### src/rtl/mux_seq_n_1_pkg.sv
// Shared definitions for the N:1 scan selector: FSM state encoding and
// the wrap-around index step used by the scan pointer.
package mux_seq_n_1_pkg;

  typedef enum logic {
    IDLE = 1'b0,
    SCAN = 1'b1
  } state_t;

  // Next index in a ring of num entries; NUM need not be a power of two.
  function automatic int unsigned next_index(input int unsigned idx, input int unsigned num);
    return (idx >= num - 1) ? 0 : idx + 1;
  endfunction

endpackage

### src/rtl/mux_seq_n_1_if.sv
// Request/response bundle between the fetch logic (master) and the
// N:1 scan selector (slave).
interface mux_seq_n_1_if #(
  parameter int WIDTH = 11,
  parameter int NUM   = 16
);
  localparam int SEL_W = $clog2(NUM);

  logic [NUM*WIDTH-1:0] INS;
  logic [SEL_W-1:0]     sel_in;
  logic [SEL_W-1:0]     last_in;
  logic                 rd;
  logic                 start;
  logic                 adv;
  logic                 abort;
  logic [WIDTH-1:0]     RES;
  logic [SEL_W-1:0]     cur_sel;
  logic                 valid;
  logic                 done;
  logic                 err;

  modport master (
    output INS, sel_in, last_in, rd, start, adv, abort,
    input  RES, cur_sel, valid, done, err
  );

  modport slave (
    input  INS, sel_in, last_in, rd, start, adv, abort,
    output RES, cur_sel, valid, done, err
  );

endinterface

### src/rtl/mux_seq_n_1_mux.sv
// Purely combinational N:1 word mux over a flattened input vector;
// an index past the last word selects zero.
module mux_n_1 #(
  parameter int WIDTH = 11,
  parameter int NUM   = 16
) (
  input  logic [NUM*WIDTH-1:0]     ins,
  input  logic [$clog2(NUM)-1:0]   idx,
  output logic [WIDTH-1:0]         word
);

  localparam int SEL_W = $clog2(NUM);

  always_comb begin
    word = '0;
    for (int k = 0; k < NUM; k++) begin
      if (idx == SEL_W'(k)) begin
        word = ins[k*WIDTH +: WIDTH];
      end
    end
  end

endmodule

### src/rtl/mux_seq_n_1.sv
// Registered N:1 word selector with a wrap-around scan sequencer:
// direct reads in IDLE, one word per advance in SCAN.
module mux_seq_n_1
  import mux_seq_n_1_pkg::*;
#(
  parameter int WIDTH = 11,
  parameter int NUM   = 16
) (
  input logic          clk,
  input logic          rst,
  mux_seq_n_1_if.slave bus
);

  localparam int SEL_W = $clog2(NUM);
  localparam logic [SEL_W:0] NUM_C = (SEL_W+1)'(NUM);

  state_t           state;
  logic [SEL_W-1:0] ptr;
  logic [SEL_W-1:0] last;
  logic [SEL_W-1:0] mux_idx;
  logic [WIDTH-1:0] mux_word;
  logic [WIDTH-1:0] res_q;
  logic [SEL_W-1:0] cur_q;
  logic             valid_q;
  logic             done_q;
  logic             err_q;
  logic             sel_ok;
  logic             last_ok;

  // One extra bit so indices at or above a non-power-of-two NUM are caught.
  assign sel_ok  = {1'b0, bus.sel_in}  < NUM_C;
  assign last_ok = {1'b0, bus.last_in} < NUM_C;

  assign mux_idx = (state == SCAN) ? ptr : bus.sel_in;

  mux_n_1 #(
    .WIDTH (WIDTH),
    .NUM   (NUM)
  ) u_mux (
    .ins  (bus.INS),
    .idx  (mux_idx),
    .word (mux_word)
  );

  always_ff @(posedge clk or posedge rst) begin
    if (rst) begin
      state   <= IDLE;
      ptr     <= '0;
      last    <= '0;
      res_q   <= '0;
      cur_q   <= '0;
      valid_q <= 1'b0;
      done_q  <= 1'b0;
      err_q   <= 1'b0;
    end else begin
      valid_q <= 1'b0;
      done_q  <= 1'b0;
      err_q   <= 1'b0;
      case (state)
        IDLE: begin
          if (bus.start) begin
            if (sel_ok && last_ok) begin
              ptr   <= bus.sel_in;
              last  <= bus.last_in;
              state <= SCAN;
            end else begin
              err_q <= 1'b1;
            end
          end else if (bus.rd) begin
            if (sel_ok) begin
              res_q   <= mux_word;
              cur_q   <= bus.sel_in;
              valid_q <= 1'b1;
            end else begin
              res_q <= '0;
              cur_q <= '0;
              err_q <= 1'b1;
            end
          end
        end
        SCAN: begin
          // Abort wins over advance; an aborted scan leaves RES untouched.
          if (bus.abort) begin
            state <= IDLE;
          end else if (bus.adv) begin
            res_q   <= mux_word;
            cur_q   <= ptr;
            valid_q <= 1'b1;
            if (ptr == last) begin
              done_q <= 1'b1;
              state  <= IDLE;
            end else begin
              ptr <= SEL_W'(next_index(32'(ptr), NUM));
            end
          end
        end
        default: state <= IDLE;
      endcase
    end
  end

  assign bus.RES     = res_q;
  assign bus.cur_sel = cur_q;
  assign bus.valid   = valid_q;
  assign bus.done    = done_q;
  assign bus.err     = err_q;

endmodule
### src/flat_wrapper.sv
// flat-port wrapper written by rule: the top's interface ports become plain ports
module mux_seq_n_1_flat import mux_seq_n_1_pkg::*;
#(
  parameter int WIDTH = 11,
  parameter int NUM   = 16
)
  (clk, rst, bus_INS, bus_sel_in, bus_last_in, bus_rd, bus_start, bus_adv, bus_abort, bus_RES, bus_cur_sel, bus_valid, bus_done, bus_err);
  mux_seq_n_1_if #(.WIDTH(WIDTH), .NUM(NUM)) bus_i ();
  input logic clk;
  input logic rst;
  input wire logic [$bits(bus_i.INS)-1:0] bus_INS;
  input wire logic [$bits(bus_i.sel_in)-1:0] bus_sel_in;
  input wire logic [$bits(bus_i.last_in)-1:0] bus_last_in;
  input wire logic [$bits(bus_i.rd)-1:0] bus_rd;
  input wire logic [$bits(bus_i.start)-1:0] bus_start;
  input wire logic [$bits(bus_i.adv)-1:0] bus_adv;
  input wire logic [$bits(bus_i.abort)-1:0] bus_abort;
  output wire logic [$bits(bus_i.RES)-1:0] bus_RES;
  output wire logic [$bits(bus_i.cur_sel)-1:0] bus_cur_sel;
  output wire logic [$bits(bus_i.valid)-1:0] bus_valid;
  output wire logic [$bits(bus_i.done)-1:0] bus_done;
  output wire logic [$bits(bus_i.err)-1:0] bus_err;
  assign bus_i.INS = bus_INS;
  assign bus_i.sel_in = bus_sel_in;
  assign bus_i.last_in = bus_last_in;
  assign bus_i.rd = bus_rd;
  assign bus_i.start = bus_start;
  assign bus_i.adv = bus_adv;
  assign bus_i.abort = bus_abort;
  assign bus_RES = bus_i.RES;
  assign bus_cur_sel = bus_i.cur_sel;
  assign bus_valid = bus_i.valid;
  assign bus_done = bus_i.done;
  assign bus_err = bus_i.err;
  mux_seq_n_1 #(.WIDTH(WIDTH), .NUM(NUM)) u_core (.clk(clk), .rst(rst), .bus(bus_i));
endmodule
### config.mk
export PLATFORM = sky130hd
export DESIGN_NAME = mux_seq_n_1_flat
export DESIGN_NICKNAME = d
export VERILOG_FILES = /design/src/rtl/mux_seq_n_1_pkg.sv /design/src/rtl/mux_seq_n_1_if.sv /design/src/rtl/mux_seq_n_1_mux.sv /design/src/rtl/mux_seq_n_1.sv /design/src/flat_wrapper.sv
export SDC_FILE = /design/constraint.sdc
export NUM_CORES = 1
export LEC_CHECK = 0
export BUFFER_PORTS_ARGS = -buffer_cell sky130_fd_sc_hd__buf_4
export CAP_MARGIN = 20
export CORE_MARGIN = 5
export CORE_UTILIZATION = 30
export CTS_CLUSTER_DIAMETER = 80
export DETAILED_ROUTE_END_ITERATION = 12
export GPL_ROUTABILITY_DRIVEN = 0
export GPL_TIMING_DRIVEN = 1
export SLEW_MARGIN = 40
export SYNTH_ARGS = -nofsm -noshare
export SYNTH_HDL_FRONTEND = slang
export SYNTH_SLANG_ARGS = --single-unit
### constraint.sdc
create_clock -name clk -period 2.3 [get_ports clk]
set_input_delay 0.115 -clock clk [delete_from_list [all_inputs] [get_ports clk]]
set_output_delay 0.115 -clock clk [all_outputs]
set_load 0.01 [all_outputs]
* Word level (Yosys, flattened, before mapping)
Cells that the tools add are included. W data, S select, Z words.
Storage, ports and cells: output and inout bits 18, bits of input ports 190, word-level logic and storage cells 83, register bits after elaboration 26
Cells by class: multiplexer cells 47, add/sub/neg operators 1, reductions and logical operators 4, order comparisons 1, equal/unequal tests 22, bitwise operators 1
Operator list (number):
- $mux W11 | 20
- $mux W4 | 10
- $eq A4 B4 Y1 const B | 8
- $pmux W11 S2 | 1
- $eq A4 B3 Y1 const B | 4
- $pmux W4 S2 | 2
- $mux W1 | 12
- $ne A2 B2 Y1 const B | 6
- $eq A4 B2 Y1 const B | 2
- $reduce_and A4 Y1 | 2
- $add A4 B1 Y4 const B | 1
- $eq A4 B1 Y1 const B | 1
- $eq A4 B4 Y1 | 1
- $ge A4 B4 Y1 const B | 1
- $logic_not A4 Y1 | 1
- $pmux W1 S2 | 2
- $reduce_and A2 Y1 | 1
- $not A1 Y1 | 1

* Logic depth before layout (Yosys ltp)
Gate-level depths: netlist of the first run.
word-level depth 21, gate-level depth with buffers 10, depth with buffers taken out 7

* Hierarchy
Synthesis of the first run repeated with hierarchy kept, for this count alone.
Second synthesis, totals: cell total of the unflattened synthesis 395, area total of the unflattened synthesis 3340.7 um^2
By module, submodules not included:
- mux_n_1 | instances 1, cells an instance 292, sequential area each 0.0 um^2, area an instance 2132.0 um^2
- mux_seq_n_1 | instances 1, cells an instance 103, sequential area each 650.6 um^2, area an instance 1208.7 um^2

* Worst setup path before layout of the first run
OpenSTA, ideal clock, no wires.
path kind reg2reg, start point reg u_core.state, end point reg u_core.res_q[7] (netlist: u_core.bus.RES[7]), required time 2.171 ns, path buffers 3, stages on the path, launching flop included 10, setup slack 0.321 ns, data arrival time 1.850 ns, period minus slack after synthesis 1.979 ns, setup time 0.129 ns, path through dfrtp_1 > buf_6 > and3_1 > buf_6 > or2_1 > buf_2 > a22oi_1 > o22ai_1 > a2111oi_2 > nor2_1
On the way: longest elaborated chain between the ends 21, elaborated cells on any way between the ends 44, classes of those cells eq/ne (19); mux (22); bitwise (1); reduce/logical (2)
Ends and longest elaborated chain:
- start: declaration | line mux_seq_n_1.sv:17 | state_t state;
- start signal: assignment | line mux_seq_n_1.sv:47 | state <= IDLE;
- start signal: assignment | line mux_seq_n_1.sv:65 | state <= SCAN;
- start signal: assignment | line mux_seq_n_1.sv:84 | state <= IDLE;
- $mux W4 | line mux_seq_n_1.sv:34 | assign mux_idx = (state == SCAN) ? ptr : bus.sel_in;
- $logic_not A4 Y1 | line mux_seq_n_1_mux.sv:17 | if (idx == SEL_W'(k)) begin
- $mux W11 (16 in series) | line mux_seq_n_1_mux.sv:17
- $mux W11 (on tied branches) | line mux_seq_n_1.sv:85, mux_seq_n_1.sv:69
- $mux W11 (on tied branches) | line mux_seq_n_1.sv:83, mux_seq_n_1.sv:61
- $pmux W11 S2 | line mux_seq_n_1.sv:59 | case (state)
- end signal: assignment | line mux_seq_n_1.sv:71 | res_q <= mux_word;
- end signal: assignment | line mux_seq_n_1.sv:86 | res_q <= mux_word;
- end: declaration | line mux_seq_n_1.sv:22 | logic [WIDTH-1:0] res_q;
Parallel ways exist; a longest one is shown, timed or not. The select of a mux whose other input is x is not followed. A chain may end at the register's enable or synchronous reset.

* Worst setup path after layout of the first run
start point reg u_core.state, end point reg u_core.res_q[10] (netlist: u_core.bus.RES[10])
Same word-level chain as after synthesis.

==> results of run 1 <==
flip-flops by register name, indices dropped and copies added, names as in the netlist:
register and cells:
u_core.state 1, u_core.bus.RES 11, u_core.bus.done 1, u_core.bus.valid 1, u_core.ptr 4, u_core.last 4
u_core.bus.cur_sel 4
cell type report:
| type | instances | area [um2] | area share, % |
|---|---|---|---|
| Sequential cell | 26 | 651 | 12.6 |
| Inverter | 9 | 33.8 | 0.655 |
| Clock buffer | 4 | 55.1 | 1.07 |
| Multi-Input combinational cell | 349 | 2330 | 45.2 |
| Tap cell | 136 | 170 | 3.30 |
| Timing Repair Buffer | 250 | 1920 | 37.2 |
how the worst max path moves through the flow:
stage | startpoint | endpoint | slack [ps] | depth (start not counted)
after floorplan | u_core.state$_DFF_PP0_ | u_core.bus.RES[7]$_DFFE_PP0P_ | 320 | 9
after global placement | u_core.state$_DFF_PP0_ | u_core.bus.RES[0]$_DFFE_PP0P_ | 60 | 8
after detailed placement | u_core.state$_DFF_PP0_ | u_core.bus.RES[6]$_DFFE_PP0P_ | 60 | 7
after CTS | u_core.state$_DFF_PP0_ | u_core.bus.RES[0]$_DFFE_PP0P_ | 50 | 8
after global routing | u_core.state$_DFF_PP0_ | u_core.bus.RES[3]$_DFFE_PP0P_ | -20 | 8
final | u_core.state$_DFF_PP0_ | u_core.bus.RES[10]$_DFFE_PP0P_ | 20 | 8
per-layer routing:
metal,wire length (um),up-vias
li1,-,2099
met1,6980,2131
met2,7980,339
met3,1810,38
met4,458,0
met5,0,-
timing repair:
| action | 4_1_cts | 5_1_grt |
|---|---|---|
| gates resized for setup | 0 | 12 |
| endpoints found under the hold margin | 26 | 0 |
| hold buffers | 1 | 0 |
| endpoints found under the setup margin | 0 | 6 |
synthesized netlist by cell type (all sizes together), types with 5 or more instances:
master   n  area (um2)
a211oi   7        52.6
a21o     6        45.0
a21oi   47         235
a222oi   5        50.1
a22o     9        78.8
a22oi   11        82.6
a32oi    5        43.8
buf     30         195
clkbuf  12        45.0
dfrtp   26         651
inv      8        30.0
mux2     7        78.8
mux2i    5        62.6
nand2   17        71.3
nand2b   7        43.8
nand3   16        80.1
nor2    24         100
nor3     6        30.0
nor3b    5        47.5
o211ai   6        45.0
o21ai   67         335
o221ai  11        96.3
o22ai   16         100
o31ai    5        42.5
or2      5        31.3
power groups by stage:
stage | Sequential [mW] | Combinational (mW) | Clock (mW)
floorplan | 0.829 | 1.93 | 0
global placement | 0.863 | 3.21 | 0
detailed placement | 0.855 | 3.25 | 0
CTS | 0.856 | 3.25 | 0.321
global route | 0.888 | 3.59 | 0.334
finish | 0.865 | 3.35 | 0.320
cell families (layout without fill, tap and decap cells):
logic type / count (synthesis) / count (layout)
AOI/OAI and AO/OA: 226 / 226
and+or+nand+nor: 103 / 103
adders and majority gates: 1 / 1
other: 1 / 1
buffers and inverters: 51 / 263
muxes: 12 / 12
xor gates and xnor gates: 6 / 6
DFF: 26 / 26
stage by stage:
step / hold WS (ps) / total power [mW] / instances / cell area, um2
after floorplan: 155 / 2.76 / 426 / 3210
after global placement: 207 / 4.07 / 769 / 5040
after detailed placement: 210 / 4.10 / 769 / 5040
after CTS: 61.7 / 4.43 / 774 / 5110
after global routing: 62.6 / 4.81 / 774 / 5160
final: 61.8 / 4.53 / 774 / 5160
==> results.md, run 1 <==
* I/O pins at 208
* Yosys cell types at 69
* Power Dens Cells at 879 nW/um2
* Die H at 113 um
* Critical path class: register to register
* Area added between synthesis and finish at 60.8%
* Final core occ at 49.7%
* Reg power frac at 19.1%
* Gr busiest metal: met2
* N_diodes at 0
* Setup TNS at 0 ps
* Via count at 4607
* Hold endpoint: u_core.last[1]$_DFFE_PP0P_
* HP Start: bus_last_in[1]
* IO Port Bufs at 206
* Main combinational cell family by area after synthesis: compound AO/OA/AOI/OAI gates
* Post-synthesis cell count at 426
* FF-to-FF setup slack at 20 ps
* Post-synthesis xor/xnor area fraction at 1.64%
* Final HPWL DP at 13900 um
* Synth warnings at 0
* Post-Syn Nets at 617
* Max Fanout on Critical Path at 24
* Hold Path Stages at 2
* Post-Route WL at 17200 um
* R2R cell count at 8
* Post-synth top flop: dfrtp_1
* M2 GR Usage at 41.2%
* RSZ-0062 raised after global routing: yes
* Clock tree root buffer cell: clkbuf_8
* Initial antenna violation count at 0
* Adder-Cell Fraction of Synth Area at 0.390%
* Worst path slowest cell: dfrtp_1
* Global-route wire length before repair at 25500 um
* Vias/cell at 5.95
* Pre-CTS setup slack at 64.1 ps
* CP Cell Sequence: buf_12 -> buf_4 -> and3b_1 -> or2_1 -> a222oi_1 -> a211oi_1 -> o21ai_0 -> o21ai_1
* CP arrival at 2450 ps
* Cts bufs inserted at 3
* Pint at 2.34 mW
* Post-Syn Area per Cell at 7.53 um2
* Slowest cell delay on critical path at 410 ps
* Core ar. at 10400 um2
* Post-synthesis async set-or-reset flop share at 100%
* H-Tree Depth at 1
* F_max at 439 MHz
* Wire per inst at 22.3 um
* EDFF count, synth at 0
* Combinational power share at 73.9%
* Total clock sinks at 26
* Post-synthesis compound-gate area fraction at 46.6%
* CTS tree: done
* Delay-heaviest family, CP: compound AO/OA/AOI/OAI gates
* Clock share of power at 7.1%
* # fillers at 1060
* Maximum vdd ir drop at 0.000347 V
* Outcome: finished, final reports clean
* RR Startpoint: u_core.state$_DFF_PP0_
* CTS max path bufs at 2
* Switching power at 2.20 mW
* Layout Nets at 830
* Chip width at 113 um
* Skew final at 6.91 ps
* Initial Util at 30.9%
* Total setup buffers inserted after CTS at 0
* Pleak at 2.29 nW
* Final hold vios at 0
* Slew Viols, Final at 0
* Startpoint Class: register
* Worst Hold Class: input port to register
* Pre-antenna DRT Iters at 5
* Mapped Area at 3210 um2
* Max_slew headroom at 48.0%
* Reg2reg end: u_core.bus.RES[10]$_DFFE_PP0P_
* Routed Antenna Nets at 0
* Crit path buf inv count at 2
* #FFs+latches synth at 26
* Area share of and/or/nand/nor cells after synthesis at 18.1%
* Tmin final at 2280 ps
* Commonest cells after routing, fill and taps aside: 246 x buf_4, 62 x o21ai_0, 46 x a21oi_1
* Rows at 37
* Largest net degree at the start of global routing at 30
* Clock Pin Slew Worst Setup and Hold Paths at 100 ps
* Layout cells sized above 1 at 44.7%
* Sw Ratio at 48.4%
* Worst-skew pair later-pin latency at 280 ps
* Fin crit share at 99.1%
* Worst Tran Pin Value at 758 ps
* Crit end category: register
* Setup ws final at 20.0 ps
* Iteration-0 DRC Markers at 466
* Die footprint at 12900 um2
* Commonest non-fill, non-tap cell in the layout: buf_4
* Max Cap Violations at 0
* Number of global-route vias before repair at 4556
* GRT met1 Usage at 33.4%
* Mux share of post-synthesis cell area at 4.41%
* Post-synthesis sequential area ratio at 20.3%
* DRC Markers at 0
* Critical Path RT at 2470 ps
* M3 GR Usage at 4.30%
* Tot GR Track Use at 24.9%
* Final Setup Violations at 0
* Total grt overflow at 0
Power figures use the tool's default switching activity.
==> inputs of run 2 (changes only) <==
- CORE_MARGIN: 5 -> default
==> run 2 against run 1 <==
Utilization is 0.24 points higher; wire length fell by 6.3%; cell count fell by 0.52%; non-clock buffer count shrank 4; sequential cell count unchanged; power is 0.33% lower; critical path type unchanged; critical endpoint is now u_core.bus.RES[5]$_DFFE_PP0P_.
==> results.md, run 2 (same netlist as run 1, synthesis figures left out) <==
* Outcome: finished, final reports clean
* Pleak at 2.28 nW (-0.53%)
* Vias/cell at 5.95 (-0.11%)
* DRC Markers at 0 (unchanged)
* Post-Route WL at 16100 um (-6.3%)
* Skew final at 12.0 ps (+5.05 ps)
* Layout cells sized above 1 at 45.3% (+0.60 points)
* IO Port Bufs at 206 (unchanged)
* Hold Path Stages at 2 (unchanged)
* Maximum vdd ir drop at 0.000395 V (+14%)
* Die H at 105 um (-7.1%)
* F_max at 452 MHz (+3.2%)
* Worst path slowest cell: dfrtp_1
* Worst Hold Class: input port to register
* Final HPWL DP at 12600 um (-9.3%)
* Slowest cell delay on critical path at 410 ps (about the same)
* Total grt overflow at 0 (unchanged)
* Fin crit share at 96.1% (-3.0 points)
* Global-route wire length before repair at 24100 um (-5.3%)
* Setup ws final at 89.8 ps (+69.7 ps)
* Commonest non-fill, non-tap cell in the layout: buf_4
* Pre-CTS setup slack at 15.3 ps (-48.9 ps)
* Slew Viols, Final at 0 (unchanged)
* Largest net degree at the start of global routing at 30 (unchanged)
* Delay-heaviest family, CP: compound AO/OA/AOI/OAI gates
* Crit path depth at 8 (unchanged)
* CP Cell Sequence: buf_12 -> nor3b_1 -> or2_2 -> buf_4 -> a22o_1 -> o21ai_1 -> o221ai_2 -> a31o_2
* Layout Nets at 826 (-0.48%)
* Crit path buf inv count at 2 (unchanged)
* Area after DPL at 5010 um2 (-0.60%)
* H-Tree Depth at 1 (unchanged)
* # fillers at 1042 (-1.7%)
* Tot GR Track Use at 28.0% (+3.1 points)
* Final Setup Violations at 0 (unchanged)
* Total setup buffers inserted after CTS at 0 (unchanged)
* Power Dens Cells at 876 nW/um2 (-0.36%)
* Via count at 4578 (-0.63%)
* Number of global-route vias before repair at 4562 (+0.13%)
* Worst-skew pair later-pin latency at 290 ps (about the same)
* Final hold vios at 0 (unchanged)
* CTS tree: done
* CTS max path bufs at 2 (unchanged)
* R2R cell count at 8 (unchanged)
* Chip width at 105 um (-7.1%)
* Max Fanout on Critical Path at 28 (+17%)
* Total clock sinks at 26 (unchanged)
* Final Total Pwr at 4.52 mW (-0.33%)
* Final Cell Area at 5160 um2 (about the same)
* Clock Pin Slew Worst Setup and Hold Paths at 110 ps (about the same)
* Cts bufs inserted at 3 (unchanged)
* Tmin final at 2210 ps (-69.7 ps)
* Area added between synthesis and finish at 60.8% (about the same)
* Critical path class: register to register
* Startpoint Class: register
* Commonest cells after routing, fill and taps aside: 242 x buf_4, 62 x o21ai_0, 46 x a21oi_1
* Pre-antenna DRT Iters at 6 (+1)
* Core ar. at 10300 um2 (-0.45%)
* Clock tree root buffer cell: clkbuf_8
* Iteration-0 DRC Markers at 481 (+3.2%)
* Rows at 37 (unchanged)
* Max_slew headroom at 49.0% (+0.98 points)
* Crit end category: register
* Initial Util at 31.1% (+0.14 points)
* Die footprint at 11100 um2 (-14%)
* Wire per inst at 21.0 um (-5.8%)
* Initial antenna violation count at 0 (unchanged)
* Max Cap Violations at 0 (unchanged)
* Worst Tran Pin Value at 744 ps (-14.2 ps)
* N_diodes at 0 (unchanged)
* CP arrival at 2400 ps (-50 ps)
* I/O pins at 208 (unchanged)
* Critical Path RT at 2490 ps (+20 ps)
* Routed Antenna Nets at 0 (unchanged)
* Max reg flops at 11 (unchanged)
run 2: cell count changes in the layout (fill, tap and decap cells not counted), sizes merged:
cell / delta
buf: -4
clkinv: -1
inv: +1
run 2: report_power, final:
| part | internal, mW | leakage (nW) | total (mW) | switching (mW) |
|---|---|---|---|---|
| Sequential | 0.648 | 0.313 | 0.881 | 0.233 |
| Clock | 0.154 | 0.0288 | 0.321 | 0.167 |
| Combinational | 1.52 | 1.94 | 3.32 | 1.80 |
| Total | 2.32 | 2.28 | 4.52 | 2.20 |
run 2: metrics by stage:
step	utilization, %	TNS [ps]	instances	hold slack, ps
2_1_floorplan	-	0	426	155
3_5_place_dp	48.6	0	765	213
3_3_place_gp	48.6	0	765	211
4_1_cts	49.2	-4.46	770	54.7
6_report	50.0	0	770	58.5
5_1_grt	50.0	-44.0	770	58.7
run 2: final cells by class:
class	instances	area, um2	share of cell area [%]
inverter	9	33.8	0.655
multi-input combinational	349	2360	45.8
timing repair buffer	246	1890	36.6
tap	136	170	3.30
clock buffer	4	55.1	1.07
sequential	26	652	12.6
run 2: timing repair:
action | in CTS | in global routing
setup endpoints to repair | 1 | 10
resized for setup | 0 | 19
endpoints found under the hold margin | 26 | 0
hold buffers | 1 | 0
pin swaps | 0 | 5
run 2: final timing paths:
kind                       slack, ps                                 to                               from
setup / recovery                  90      u_core.bus.RES[5]$_DFFE_PP0P_             u_core.state$_DFF_PP0_
hold / removal                    60         u_core.last[0]$_DFFE_PP0P_                     bus_last_in[0]
setup reg to reg                  90      u_core.bus.RES[5]$_DFFE_PP0P_             u_core.state$_DFF_PP0_
hold reg to reg                  530  u_core.bus.cur_sel[3]$_DFFE_PP0P_  u_core.bus.cur_sel[3]$_DFFE_PP0P_
max in group asynchronous       1560          u_core.ptr[1]$_DFFE_PP0P_                                rst
min in group asynchronous        450      u_core.bus.RES[6]$_DFFE_PP0P_                                rst
run 2: worst register-to-register path: stages (launching register included):
cell,delay (ps)
dfrtp_1,410
buf_12,170
nor3b_1,160
or2_2,360
buf_4,200
a22o_1,250
o21ai_1,150
o221ai_2,150
a31o_2,270
run 2: layer usage:
layer	up-vias	routed length [um]	global-route usage [%]
met5	-	0	0
met4	0	420	8.55
met3	31	1850	5.94
met2	327	7470	45.6
met1	2126	6400	37.0
li1	2094	-	-
==> inputs of run 3 (changes only) <==
- BUFFER_PORTS_ARGS: -buffer_cell sky130_fd_sc_hd__buf_4 -> default
- DONT_BUFFER_PORTS: default -> 1
==> run 3 against run 2 <==
The flow now finishes with violations (hold timing); die area did not move; critical path depth decreased by 1; sequential cell count unchanged; power decreased by 6.0%; maximum frequency decreased by 0.40%; cell count shrank 25%; global-route usage decreased by 0.17 points; via count fell by 15%; hold slack got worse by 59 ps; sequential power rose by 7.9%; setup slack got worse by 8.8 ps; largest power group unchanged.
==> results.md, run 3 (same netlist as run 1, synthesis figures left out) <==
* Tmin final at 2220 ps (+8.81 ps)
* H-Tree Depth at 1 (unchanged)
* Power Dens Cells at 1120 nW/um2 (+28%)
* Final HPWL DP at 12400 um (-1.6%)
* Switching power at 2.17 mW (-1.2%)
* Combinational power share at 70.2% (-3.2 points)
* Critical Path RT at 2470 ps (-20 ps)
* Chip width at 105 um (unchanged)
* Setup ws final at 80.9 ps (-8.81 ps)
* Rows at 37 (unchanged)
* Layout cells sized above 1 at 18.6% (-27 points)
* Clock share of power at 7.4% (+0.3 points)
* Final Cell Area at 3780 um2 (-27%)
* HP Start: bus_INS[167]
* DRC Markers at 0 (unchanged)
* Final Setup Violations at 0 (unchanged)
* Die footprint at 11100 um2 (unchanged)
* # placed instances at 562 (-27%)
* Met2 WL at 7590 um (+1.5%)
* Final core occ at 36.6% (-13 points)
* CTS max path bufs at 2 (unchanged)
* Pre-CTS setup slack at -66.6 ps (-81.9 ps)
* Reg power frac at 22.4% (+2.9 points)
* Maximum vdd ir drop at 0.000347 V (-12%)
* Layout Nets at 632 (-23%)
* Worst Hold Class: input port to register
* Max reg flops at 11 (unchanged)
* Slew Viols, Final at 0 (unchanged)
* Crit path from: u_core.state$_DFF_PP0_
* Max Cap Violations at 0 (unchanged)
* Pint at 2.07 mW (-11%)
* Reg2reg end: u_core.bus.RES[6]$_DFFE_PP0P_
* Initial antenna violation count at 0 (unchanged)
* Hold_ws at -0.271 ps (-58.8 ps)
* Hold endpoint: u_core.bus.RES[2]$_DFFE_PP0P_
* Sw Ratio at 51.1% (+2.5 points)
* Clock Pin Slew Worst Setup and Hold Paths at 110 ps (about the same)
* CP Cell Sequence: buf_6 -> or4b_4 -> o32a_4 -> o221ai_2 -> nand4b_1 -> a32oi_2 -> o31ai_1
* Final hold vios at 1 (+1)
* Area after DPL at 3530 um2 (-30%)
* Setup TNS at 0 ps (unchanged)
* Total grt overflow at 0 (unchanged)
* Startpoint Class: register
* Crit end category: register
* F_max at 451 MHz (-0.40%)
* Tot GR Track Use at 27.9% (-0.17 points)
* Routed Antenna Nets at 0 (unchanged)
* Cts bufs inserted at 3 (unchanged)
* Max Used Layer: met4
* Fin crit share at 96.5% (+0.38 points)
* Die H at 105 um (unchanged)
* Post-Route WL at 15900 um (-1.5%)
* Final Total Pwr at 4.25 mW (-6.0%)
* Metal3 WL at 2000 um (+8.0%)
* Via count at 3886 (-15%)
* Initial Util at 31.1% (unchanged)
* Wire per inst at 27.6 um (+32%)
* Core ar. at 10300 um2 (unchanged)
* Critical path class: register to register
* I/O pins at 208 (unchanged)
* Failing checks: hold timing
* Total clock sinks at 26 (unchanged)
* R2R cell count at 7 (-1)
* Wl on met1 at 5990 um (-6.5%)
* Post-route insts no fill at 576 (-25%)
* Commonest non-fill, non-tap cell in the layout: o21ai_0
* Commonest cells after routing, fill and taps aside: 61 x o21ai_0, 47 x a21oi_1, 36 x buf_4
* Hold Path Stages at 2 (unchanged)
* Worst Tran Pin Value at 558 ps (-186 ps)
* Worst-skew pair later-pin latency at 280 ps (about the same)
* RR Startpoint: u_core.state$_DFF_PP0_
* Max_slew headroom at 62.8% (+14 points)
* Outcome: finished with violations
* Clock tree root buffer cell: clkbuf_8
* FF-to-FF setup slack at 80 ps (about the same)
* Worst path slowest cell: or4b_4
* Vias/cell at 6.75 (+13%)
* IO Port Bufs at 0 (-100%)
* Largest net degree at the start of global routing at 29 (-3.3%)
* Max Fanout on Critical Path at 7 (-75%)
* Number of global-route vias before repair at 3958 (-13%)
* Slowest cell delay on critical path at 480 ps (+70 ps)
* Global-route wire length before repair at 23500 um (-2.5%)
* Iteration-0 DRC Markers at 498 (+3.5%)
* Pre-antenna DRT Iters at 5 (-1)
* N_diodes at 0 (unchanged)
* Pleak at 1.36 nW (-40%)
* Skew final at 13.1 ps (+1.16 ps)
* CTS tree: done
* CP arrival at 2390 ps (about the same)
* Area added between synthesis and finish at 17.9%
[run 3: power groups by stage]
stage	sequential, mW	combinational (mW)	clock [mW]
global placement	0.947	2.71	0
global route	0.979	3.22	0.328
detailed placement	0.948	2.77	0
finish	0.951	2.98	0.315
CTS	0.947	2.79	0.323
floorplan	0.829	1.93	0
[run 3: how the worst max path moves through the flow]
stage / end
finish: u_core.bus.RES[6]$_DFFE_PP0P_
global route: u_core.bus.RES[10]$_DFFE_PP0P_
CTS: u_core.bus.RES[3]$_DFFE_PP0P_
detailed placement: u_core.bus.RES[6]$_DFFE_PP0P_
global placement: u_core.bus.RES[3]$_DFFE_PP0P_
floorplan: u_core.bus.RES[7]$_DFFE_PP0P_
[run 3: area by class of cell]
| type | count | area (um2) |
|---|---|---|
| Fill cell | 1102 | 6540 |
| Multi-Input combinational cell | 349 | 2380 |
| Sequential cell | 26 | 652 |
| Timing Repair Buffer | 52 | 493 |
| Tap cell | 136 | 170 |
| Clock buffer | 4 | 55.1 |
| Inverter | 9 | 33.8 |
[run 3: critical path, delay by kind of cell (launching register included)]
family          cells  cell delay [ps]
compound gates      4              890
buf+inv             1              150
simple gates        2              620
flops               1              470
[run 3: layer usage]
layer  GRT usage [%]  vias up
met5               0        -
met4            6.64        0
met2            48.2      289
li1                -     1702
met3            7.61       31
met1            34.1     1864
[run 3: repair_timing]
item	in CTS	in global routing
hold endpoints to repair	33	0
gates cloned	0	0
pin swaps	0	9
buffers inserted	0	2
gates resized for setup	1	22
setup endpoints to repair	3	8
hold buffers	8	0
